### config.mk
export PLATFORM = sky130hd
export DESIGN_NAME = hazard_ctl_flat
export DESIGN_NICKNAME = d
export VERILOG_FILES = /design/src/rtl/hazard_ctl_pkg.sv /design/src/rtl/hazard_ctl_if.sv /design/src/rtl/hazard_ctl_sat_counter.sv /design/src/rtl/hazard_ctl.sv /design/src/flat_wrapper.sv
export SDC_FILE = /design/constraint.sdc
export NUM_CORES = 1
export LEC_CHECK = 0
export BUFFER_PORTS_ARGS = -buffer_cell sky130_fd_sc_hd__buf_2
export CORE_UTILIZATION = 35
export DETAILED_ROUTE_END_ITERATION = 12
export PLACE_DENSITY = 0.66
export SYNTH_ARGS = -nofsm -noshare
export SYNTH_HDL_FRONTEND = slang
export SYNTH_SLANG_ARGS = --single-unit
### constraint.sdc
create_clock -name clk -period 2.73 [get_ports clk]
set_input_delay 0.546 -clock clk [delete_from_list [all_inputs] [get_ports clk]]
set_output_delay 0.546 -clock clk [all_outputs]
set_load 0.05 [all_outputs]
### src/rtl/hazard_ctl_pkg.sv
// Shared pipeline definitions for the hazard controller: FSM encoding, widths
// and the load-use decode rule.
package hazard_ctl_pkg;

    localparam int CNT_W  = 16;
    localparam int CTRL_W = 10;
    localparam int REG_W  = 5;

    typedef enum logic [1:0] {
        ST_RUN   = 2'd0,
        ST_HOLD  = 2'd1,
        ST_DRAIN = 2'd2
    } state_t;

    // Register 0 is hard-wired to zero, so a load targeting it never creates a hazard.
    function automatic logic is_load_use(
        input logic             ex_memread,
        input logic [REG_W-1:0] ex_rt,
        input logic [REG_W-1:0] id_rs,
        input logic [REG_W-1:0] id_rt,
        input logic             id_uses_rt
    );
        return ex_memread && (ex_rt != '0) &&
               ((ex_rt == id_rs) || (id_uses_rt && (ex_rt == id_rt)));
    endfunction

endpackage

### src/rtl/hazard_ctl_if.sv
// Pipeline-side signal bundle of the hazard controller; the slave modport is
// the controller's view, the master modport the pipeline's view.
interface hazard_ctl_if;
    import hazard_ctl_pkg::*;

    logic [REG_W-1:0] id_rs;
    logic [REG_W-1:0] id_rt;
    logic             id_uses_rt;
    logic             ex_memread;
    logic [REG_W-1:0] ex_rt;
    logic             mem_branch_taken;
    logic             ext_stall;

    logic             pc_write;
    logic             ifid_write;
    logic             idex_bubble;
    logic             ifid_flush;
    logic             idex_flush;
    logic             exmem_flush;
    logic [CNT_W-1:0] stall_cnt;
    logic [CNT_W-1:0] flush_cnt;
    logic             busy;

    modport master (
        output id_rs, id_rt, id_uses_rt, ex_memread, ex_rt, mem_branch_taken, ext_stall,
        input  pc_write, ifid_write, idex_bubble, ifid_flush, idex_flush, exmem_flush,
               stall_cnt, flush_cnt, busy
    );

    modport slave (
        input  id_rs, id_rt, id_uses_rt, ex_memread, ex_rt, mem_branch_taken, ext_stall,
        output pc_write, ifid_write, idex_bubble, ifid_flush, idex_flush, exmem_flush,
               stall_cnt, flush_cnt, busy
    );

endinterface

### src/rtl/hazard_ctl_sat_counter.sv
// Event counter that sticks at all-ones instead of wrapping.
module sat_counter #(
    parameter int WIDTH = 16
) (
    input  logic             clk,
    input  logic             rst,
    input  logic             i_inc,
    output logic [WIDTH-1:0] o_cnt
);

    logic [WIDTH-1:0] r_cnt;

    // NOTE: sequential state is always updated with non-blocking assignments.
    always_ff @(posedge clk) begin
        if (rst) begin
            r_cnt <= '0;
        end else if (i_inc && (r_cnt != '1)) begin
            r_cnt <= r_cnt + 1'b1;
        end
    end

    assign o_cnt = r_cnt;

endmodule

### src/rtl/hazard_ctl.sv
// Pipeline hazard controller: load-use stall, taken-branch flush and
// external multi-cycle hold (RUN -> HOLD -> DRAIN -> RUN), plus event counters.
module hazard_ctl
    import hazard_ctl_pkg::*;
(
    input  logic         clk,
    input  logic         rst,
    hazard_ctl_if.slave  bus
);

    state_t r_state;
    state_t w_next;
    logic   w_load_use;
    logic   w_pc_write;
    logic   w_ifid_write;
    logic   w_idex_bubble;
    logic   w_flush;

    assign w_load_use = is_load_use(bus.ex_memread, bus.ex_rt, bus.id_rs,
                                    bus.id_rt, bus.id_uses_rt);

    always_ff @(posedge clk) begin
        if (rst) begin
            r_state <= ST_RUN;
        end else begin
            r_state <= w_next;
        end
    end

    // NOTE: every output of this block gets a default first, so no path can infer a latch.
    always_comb begin
        w_next        = r_state;
        w_pc_write    = 1'b1;
        w_ifid_write  = 1'b1;
        w_idex_bubble = 1'b0;
        w_flush       = 1'b0;

        if (rst) begin
            w_pc_write    = 1'b0;
            w_ifid_write  = 1'b0;
            w_idex_bubble = 1'b1;
            w_flush       = 1'b1;
            w_next        = ST_RUN;
        end else if (bus.mem_branch_taken) begin
            // The redirect wins; a bubble would be wiped by the flush anyway.
            w_flush = 1'b1;
            w_next  = bus.ext_stall ? ST_HOLD : ST_RUN;
        end else begin
            unique case (r_state)
                ST_RUN: begin
                    if (bus.ext_stall || w_load_use) begin
                        w_pc_write    = 1'b0;
                        w_ifid_write  = 1'b0;
                        w_idex_bubble = 1'b1;
                    end
                    if (bus.ext_stall) begin
                        w_next = ST_HOLD;
                    end
                end
                ST_HOLD: begin
                    w_pc_write    = 1'b0;
                    w_ifid_write  = 1'b0;
                    w_idex_bubble = 1'b1;
                    w_next        = bus.ext_stall ? ST_HOLD : ST_DRAIN;
                end
                ST_DRAIN: begin
                    w_pc_write    = 1'b0;
                    w_idex_bubble = 1'b1;
                    w_next        = bus.ext_stall ? ST_HOLD : ST_RUN;
                end
                default: begin
                    w_next = ST_RUN;
                end
            endcase
        end
    end

    assign bus.pc_write    = w_pc_write;
    assign bus.ifid_write  = w_ifid_write;
    assign bus.idex_bubble = w_idex_bubble;
    assign bus.ifid_flush  = w_flush;
    assign bus.idex_flush  = w_flush;
    assign bus.exmem_flush = w_flush;
    assign bus.busy        = (r_state == ST_HOLD) || (r_state == ST_DRAIN);

    sat_counter #(.WIDTH(CNT_W)) u_stall_cnt (
        .clk   (clk),
        .rst   (rst),
        .i_inc (!w_pc_write),
        .o_cnt (bus.stall_cnt)
    );

    sat_counter #(.WIDTH(CNT_W)) u_flush_cnt (
        .clk   (clk),
        .rst   (rst),
        .i_inc (w_flush),
        .o_cnt (bus.flush_cnt)
    );

endmodule
### src/flat_wrapper.sv
// flat-port wrapper written by rule: the top's interface ports become plain ports
module hazard_ctl_flat import hazard_ctl_pkg::*;
  (clk, rst, bus_id_rs, bus_id_rt, bus_id_uses_rt, bus_ex_memread, bus_ex_rt, bus_mem_branch_taken, bus_ext_stall, bus_pc_write, bus_ifid_write, bus_idex_bubble, bus_ifid_flush, bus_idex_flush, bus_exmem_flush, bus_stall_cnt, bus_flush_cnt, bus_busy);
  hazard_ctl_if bus_i ();
  input  logic clk;
  input  logic rst;
  input wire logic [$bits(bus_i.id_rs)-1:0] bus_id_rs;
  input wire logic [$bits(bus_i.id_rt)-1:0] bus_id_rt;
  input wire logic [$bits(bus_i.id_uses_rt)-1:0] bus_id_uses_rt;
  input wire logic [$bits(bus_i.ex_memread)-1:0] bus_ex_memread;
  input wire logic [$bits(bus_i.ex_rt)-1:0] bus_ex_rt;
  input wire logic [$bits(bus_i.mem_branch_taken)-1:0] bus_mem_branch_taken;
  input wire logic [$bits(bus_i.ext_stall)-1:0] bus_ext_stall;
  output wire logic [$bits(bus_i.pc_write)-1:0] bus_pc_write;
  output wire logic [$bits(bus_i.ifid_write)-1:0] bus_ifid_write;
  output wire logic [$bits(bus_i.idex_bubble)-1:0] bus_idex_bubble;
  output wire logic [$bits(bus_i.ifid_flush)-1:0] bus_ifid_flush;
  output wire logic [$bits(bus_i.idex_flush)-1:0] bus_idex_flush;
  output wire logic [$bits(bus_i.exmem_flush)-1:0] bus_exmem_flush;
  output wire logic [$bits(bus_i.stall_cnt)-1:0] bus_stall_cnt;
  output wire logic [$bits(bus_i.flush_cnt)-1:0] bus_flush_cnt;
  output wire logic [$bits(bus_i.busy)-1:0] bus_busy;
  assign bus_i.id_rs = bus_id_rs;
  assign bus_i.id_rt = bus_id_rt;
  assign bus_i.id_uses_rt = bus_id_uses_rt;
  assign bus_i.ex_memread = bus_ex_memread;
  assign bus_i.ex_rt = bus_ex_rt;
  assign bus_i.mem_branch_taken = bus_mem_branch_taken;
  assign bus_i.ext_stall = bus_ext_stall;
  assign bus_pc_write = bus_i.pc_write;
  assign bus_ifid_write = bus_i.ifid_write;
  assign bus_idex_bubble = bus_i.idex_bubble;
  assign bus_ifid_flush = bus_i.ifid_flush;
  assign bus_idex_flush = bus_i.idex_flush;
  assign bus_exmem_flush = bus_i.exmem_flush;
  assign bus_stall_cnt = bus_i.stall_cnt;
  assign bus_flush_cnt = bus_i.flush_cnt;
  assign bus_busy = bus_i.busy;
  hazard_ctl u_core (.clk(clk), .rst(rst), .bus(bus_i));
endmodule
# Word level (Yosys, flattened, before mapping)
# Cells that the tools add are included.
word_totals:
  input_bits: 21
  elab_cells: 42
  output_inout_bits: 39
  regBits: 34
classes:
  reduce_logical: 12
  n_addsub: 2
  muxes: 18
  n_eq_ne: 7
ops:
  columns: ["cell", "n"]
  rows:
  - ["$add A16 B1 Y16 const B", 2]
  - ["$ne A16 B16 Y1 const B", 2]
  - ["$mux W1", 11]
  - ["$eq A5 B5 Y1", 2]
  - ["$mux W2", 3]
  - ["$pmux W1 S2", 3]
  - ["$pmux W2 S3", 1]
  - ["$logic_and A1 B1 Y1", 5]
  - ["$reduce_bool A5 Y1", 1]
  - ["$logic_or A1 B1 Y1", 3]
  - ["$ne A3 B3 Y1 const B", 1]
  - ["$eq A2 B1 Y1 const B", 1]
  - ["$eq A2 B2 Y1 const B", 1]
  - ["$logic_not A2 Y1", 1]
  - ["$reduce_or A2 Y1", 1]
  - ["$logic_not A1 Y1", 1]

# Logic depth before layout (Yosys ltp)
depth:
  ltp_word: 11
  mapped_depth: 8
  ltp_nobuf: 7

# By module
# Synthesis repeated with hierarchy kept, for this count alone.
unflattened:
  hier_cells: 253
  area_unflattened_um2: 2109.5
modules_own_cells:
  columns: ["mod", "cells_per_inst", "area_each_um2", "n_inst", "seq_area_each_um2"]
  rows:
  - ["sat_counter", 99, 848.3, 2, 320.3]
  - ["hazard_ctl", 55, 412.9, 1, 40.0]

# Worst setup path after synthesis
# Ideal clock, no wire load.
synth_timing:
  path_kind: "input -> output"
  startpoint: "in bus_ex_rt[0]"
  endpoint: "out bus_ifid_write"
  slack_ns: -0.081
  required_ns: 2.184
  path_buffers: 1
  arrival_ns: 2.265
  path_stages: 6
  cell_sequence: "or4_1 > o21ai_1 > o21a_2 > buf_6 > nor3_1 > nor2_1"
synth_between:
  elab_chain_cells: 9
  word_cells_on_any_way: 12
  cone_classes: "eq/ne (2); mux (4); reduce/logical (6)"
synth_lines:
  columns: ["item", "line", "source"]
  rows:
  - ["start, declared", "flat_wrapper.sv:11", "input wire logic [$bits(bus_i.ex_rt)-1:0] bus_ex_rt;"]
  - ["$eq A5 B5 Y1", "hazard_ctl_pkg.sv:24", "((ex_rt == id_rs) || (id_uses_rt && (ex_rt == id_rt)));"]
  - ["$logic_and A1 B1 Y1", "hazard_ctl_pkg.sv:24", null]
  - ["$logic_or A1 B1 Y1", "hazard_ctl_pkg.sv:24", null]
  - ["$logic_and A1 B1 Y1 *", "hazard_ctl_pkg.sv:23", "return ex_memread && (ex_rt != '0) &&"]
  - ["$logic_or A1 B1 Y1 *", "hazard_ctl.sv:51", "if (bus.ext_stall || w_load_use) begin"]
  - ["$mux W1 *", "hazard_ctl.sv:51", null]
  - ["$pmux W1 S2 *", "hazard_ctl.sv:49", "unique case (r_state)"]
  - ["$mux W1 *", "hazard_ctl.sv:44", "end else if (bus.mem_branch_taken) begin"]
  - ["$mux W1 *", "hazard_ctl.sv:38", "if (rst) begin"]
  - ["end, declared", "flat_wrapper.sv:15", "output wire logic [$bits(bus_i.ifid_write)-1:0] bus_ifid_write;"]
# Mark *: on every way between the ends. The rest lies on a longest branch, timed or not.

# Worst setup path after layout
# Ends and elaborated chain as after synthesis.

==> summary.md <==
| Metric | Value |
|---|---|
| Post-synthesis net count | 263 |
| DRC viols | 0 |
| Worst clock skew | 7.12 ps |
| Primary FF master, synth | dfxtp_1 |
| Largest cells by area after synthesis | dfxtp_1, xor2_1, nor2_1 |
| Avg Synthesized Cell Area | 8.30 sq um |
| Placer's final routability congestion estimate | 0.814 |
| MaxCap Viol Count | 0 |
| Worst-path clk slew | 60 ps |
| Core box area | 5240 sq um |
| # nets final | 324 |
| Max IR drop VDD | 299 uV |
| Leakage | 0.000969 uW |
| Crit path max-delay family | simple AND/OR/NAND/NOR gates |
| Reg2reg start | u_core.r_state[0] |
| Worst Tran Pin Value | 569 ps |
| PortBufs | 59 |
| Critical Path AT | 1980 ps |
| R2R setup slack | 430 ps |
| Multi-input logic area | 1200 sq um |
| Non-filler cells in the finished layout | 368 |
| Largest net degree at the start of global routing | 39 |
| Share of the synthesized area in the top cell type | 0.348 |
| CTS sink count | 34 |
| Reg2reg end | u_core.u_stall_cnt.o_cnt[8] |
| Tmin final | 2530 ps |
| Initial antenna violation count | 0 |
| Total wire length | 4670 microns |
| Most frequent cell on the critical path | buf_2 |
| Area leader, netlist | dfxtp_1 |
| Period utilization | 0.927 |
| Root buffer cell | clkbuf_8 |
| Synth unique cells | 42 |
| Gr ovfl total | 0 |
| Setup violations, final | 0 |
| Final max-slew violation count | 0 |
| Crit. End Element | output port |
| Slew headroom | 0.616 |
| Initial DRC count | 51 |
| Sequential fraction of the synthesis area | 0.348 |
| Post-synth EDFFs | 0 |
| CP max-delay cell | or4_1 |
| Synth Instances | 236 |
| Buf/Inv on CP | 2 |
| # H-tree levels | 2 |
| Routed WL per cell | 12.7 microns |
| Worst r2r path cells | 7 |
| Power Density | 444 nW/um^2 |
| Die H | 76.8 microns |
| CTS tree | built |
| Dpl cells | 360 |
| Worst min-delay path class | primary input to register |
| Detailed-router iteration count before antenna repair | 4 |
| HP Start | bus_ext_stall |
| Vias/cell | 5.20 |
| Worst Path Required | 2180 ps |
| First-pass GRT wire length | 7890 microns |
| Status | finished, final reports clean |
| Antenna Diode Count | 0 |
| Post-DP HPWL | 3420 microns |
| RSZ-0062 raised after global routing | false |
| Highest clock rate | 395 MHz |
| Total CTS buffers | 5 |
| Reg area | 681 sq um |
| Async SR Flop Fraction | 0 |
| Delay of the slowest cell on the worst path | 520 ps |
| Critical Path Fanout Max | 3 |
| Vias in the first global route | 1737 |
| WP depth | 7 |
| Synth warn | 0 |
| Hold Fails Final Rpt | 0 |
| Die area | 5900 sq um |
| Number of fill cells in the layout | 552 |
| Synthesis-to-finish area growth | 23.3% |
| CP Class | primary input to output port |
| Final core occ | 0.461 |
| Hold Crit Endpoint | u_core.r_state[1] |
| CTS Buffer Depth | 2 |
| I/O pins | 60 |
| Vias | 1912 |
| Post-DRT Antenna Nets | 0 |
| Hold-critical path depth | 2 |
| Mapped Area | 1960 sq um |
| Worst path cell trace | buf_2, or4_1, o21ai_1, o21a_2, nor3_2, nor2_2, buf_2 |
| Setup TNS | 0 ps |
| Initial Util | 0.374 |
| Die Wd | 76.8 microns |
| Total Routing Usage GR | 0.163 |
| Critical path launch point type | primary input |
| # rows | 26 |
| Worst-skew pair later-pin latency | 280 ps |
| Yosys reg bits | 34 |
| Power, Total | 1070 uW |
| Layout cell share with drive strength beyond 1 | 0.272 |
-- cell families (layout without fill, tap and decap cells) --
family	count (synthesis)	count (layout)	synth area share
compound gates	45	45	0.142
xor+xnor	22	22	0.0984
fa+ha+maj	6	6	0.0383
buf+inv	17	79	0.0447
flops	34	34	0.348
mux	4	4	0.0236
simple gates	108	108	0.305
-- cells in the mapped netlist (2+ instances only) --
library cell  count
and3_1            2
o21ai_0           9
a21oi_1          16
nor2b_1           3
xnor2_1           7
nor4_4            2
inv_1             8
o31ai_1           9
nand3_1          12
o21a_2            2
clkbuf_1          4
and4_1            2
or3_1             7
nor3_1            9
nand2_1          14
nor4_1            3
ha_1              6
nor2_1           32
nand4_1           7
xor2_1           15
dfxtp_1          34
mux2i_1           2
or4_1            10
buf_6             2
buf_4             2
-- repair_timing --
item,CTS,global route
hold endpoints to repair,0,0
setup buffers,0,0
hold buffers,0,0
endpoints found under the setup margin,0,1
gates resized for setup,0,1
-- how the worst max path moves through the flow --
| stage | slack (ps) | start | endpoint |
|---|---|---|---|
| 2_1_floorplan | 150 | bus_ex_rt[0] | bus_ifid_write |
| 3_3_place_gp | 190 | bus_ex_rt[4] | bus_ifid_write |
| 3_5_place_dp | 150 | bus_ex_rt[4] | bus_ifid_write |
| 4_1_cts | 150 | bus_ex_rt[4] | bus_ifid_write |
| 5_1_grt | 60 | bus_ex_rt[4] | bus_ifid_write |
| 6_report | 200 | bus_ex_rt[0] | bus_ifid_write |
-- power breakdown --
group	internal, uW	switching, uW
clock	203	177
combinational	55.3	121
sequential	504	9.48
-- through the flow --
stage / hold WS [ps] / setup WS [ps] / area (sq um)
after detailed placement: 501 / 147 / 2320
after CTS: 486 / 147 / 2410
after global placement: 492 / 190 / 2320
after global routing: 490 / 60.3 / 2410
final: 497 / 201 / 2410
after floorplan: 497 / 145 / 1960
-- state kept, by name, indices dropped and copies added (netlist names) --
name / cells
u_core.r_state: 2
u_core.u_stall_cnt.o_cnt: 16
u_core.u_flush_cnt.o_cnt: 16
-- layer usage --
| layer | global-route usage | wire [microns] |
|---|---|---|
| met1 | 0.200 | 2170 |
| met2 | 0.274 | 2220 |
| met3 | 0.0464 | 246 |
| met4 | 0.0462 | 23 |
| met5 | 0 | 0 |
-- cell type report --
class | instances | share of cell area
Multi-Input combinational cell | 185 | 0.497
Inverter | 8 | 0.0124
Clock buffer | 7 | 0.0358
Sequential cell | 34 | 0.282
Timing Repair Buffer | 63 | 0.135
Tap cell | 70 | 0.0363
Clock inverter | 1 | 0.00207
-- layout by cell type, fill, tap and decap left out, types with 2 or more instances in the layout --
master and instances:
a21oi_1 16, and3_1 2, and4_1 2, buf_2 59, buf_4 4, clkbuf_8 6, dfxtp_1 34, ha_1 6
inv_1 8, mux2i_1 2, nand2_1 14, nand3_1 12, nand4_1 7, nor2_1 30, nor2_2 2, nor2b_1 3
nor3_1 8, nor4_1 3, nor4_4 2, o21a_2 2, o21ai_0 9, o31ai_1 9, or3_1 7, or4_1 10
xnor2_1 7, xor2_1 15
No activity file was read; power rests on OpenSTA's default activity.
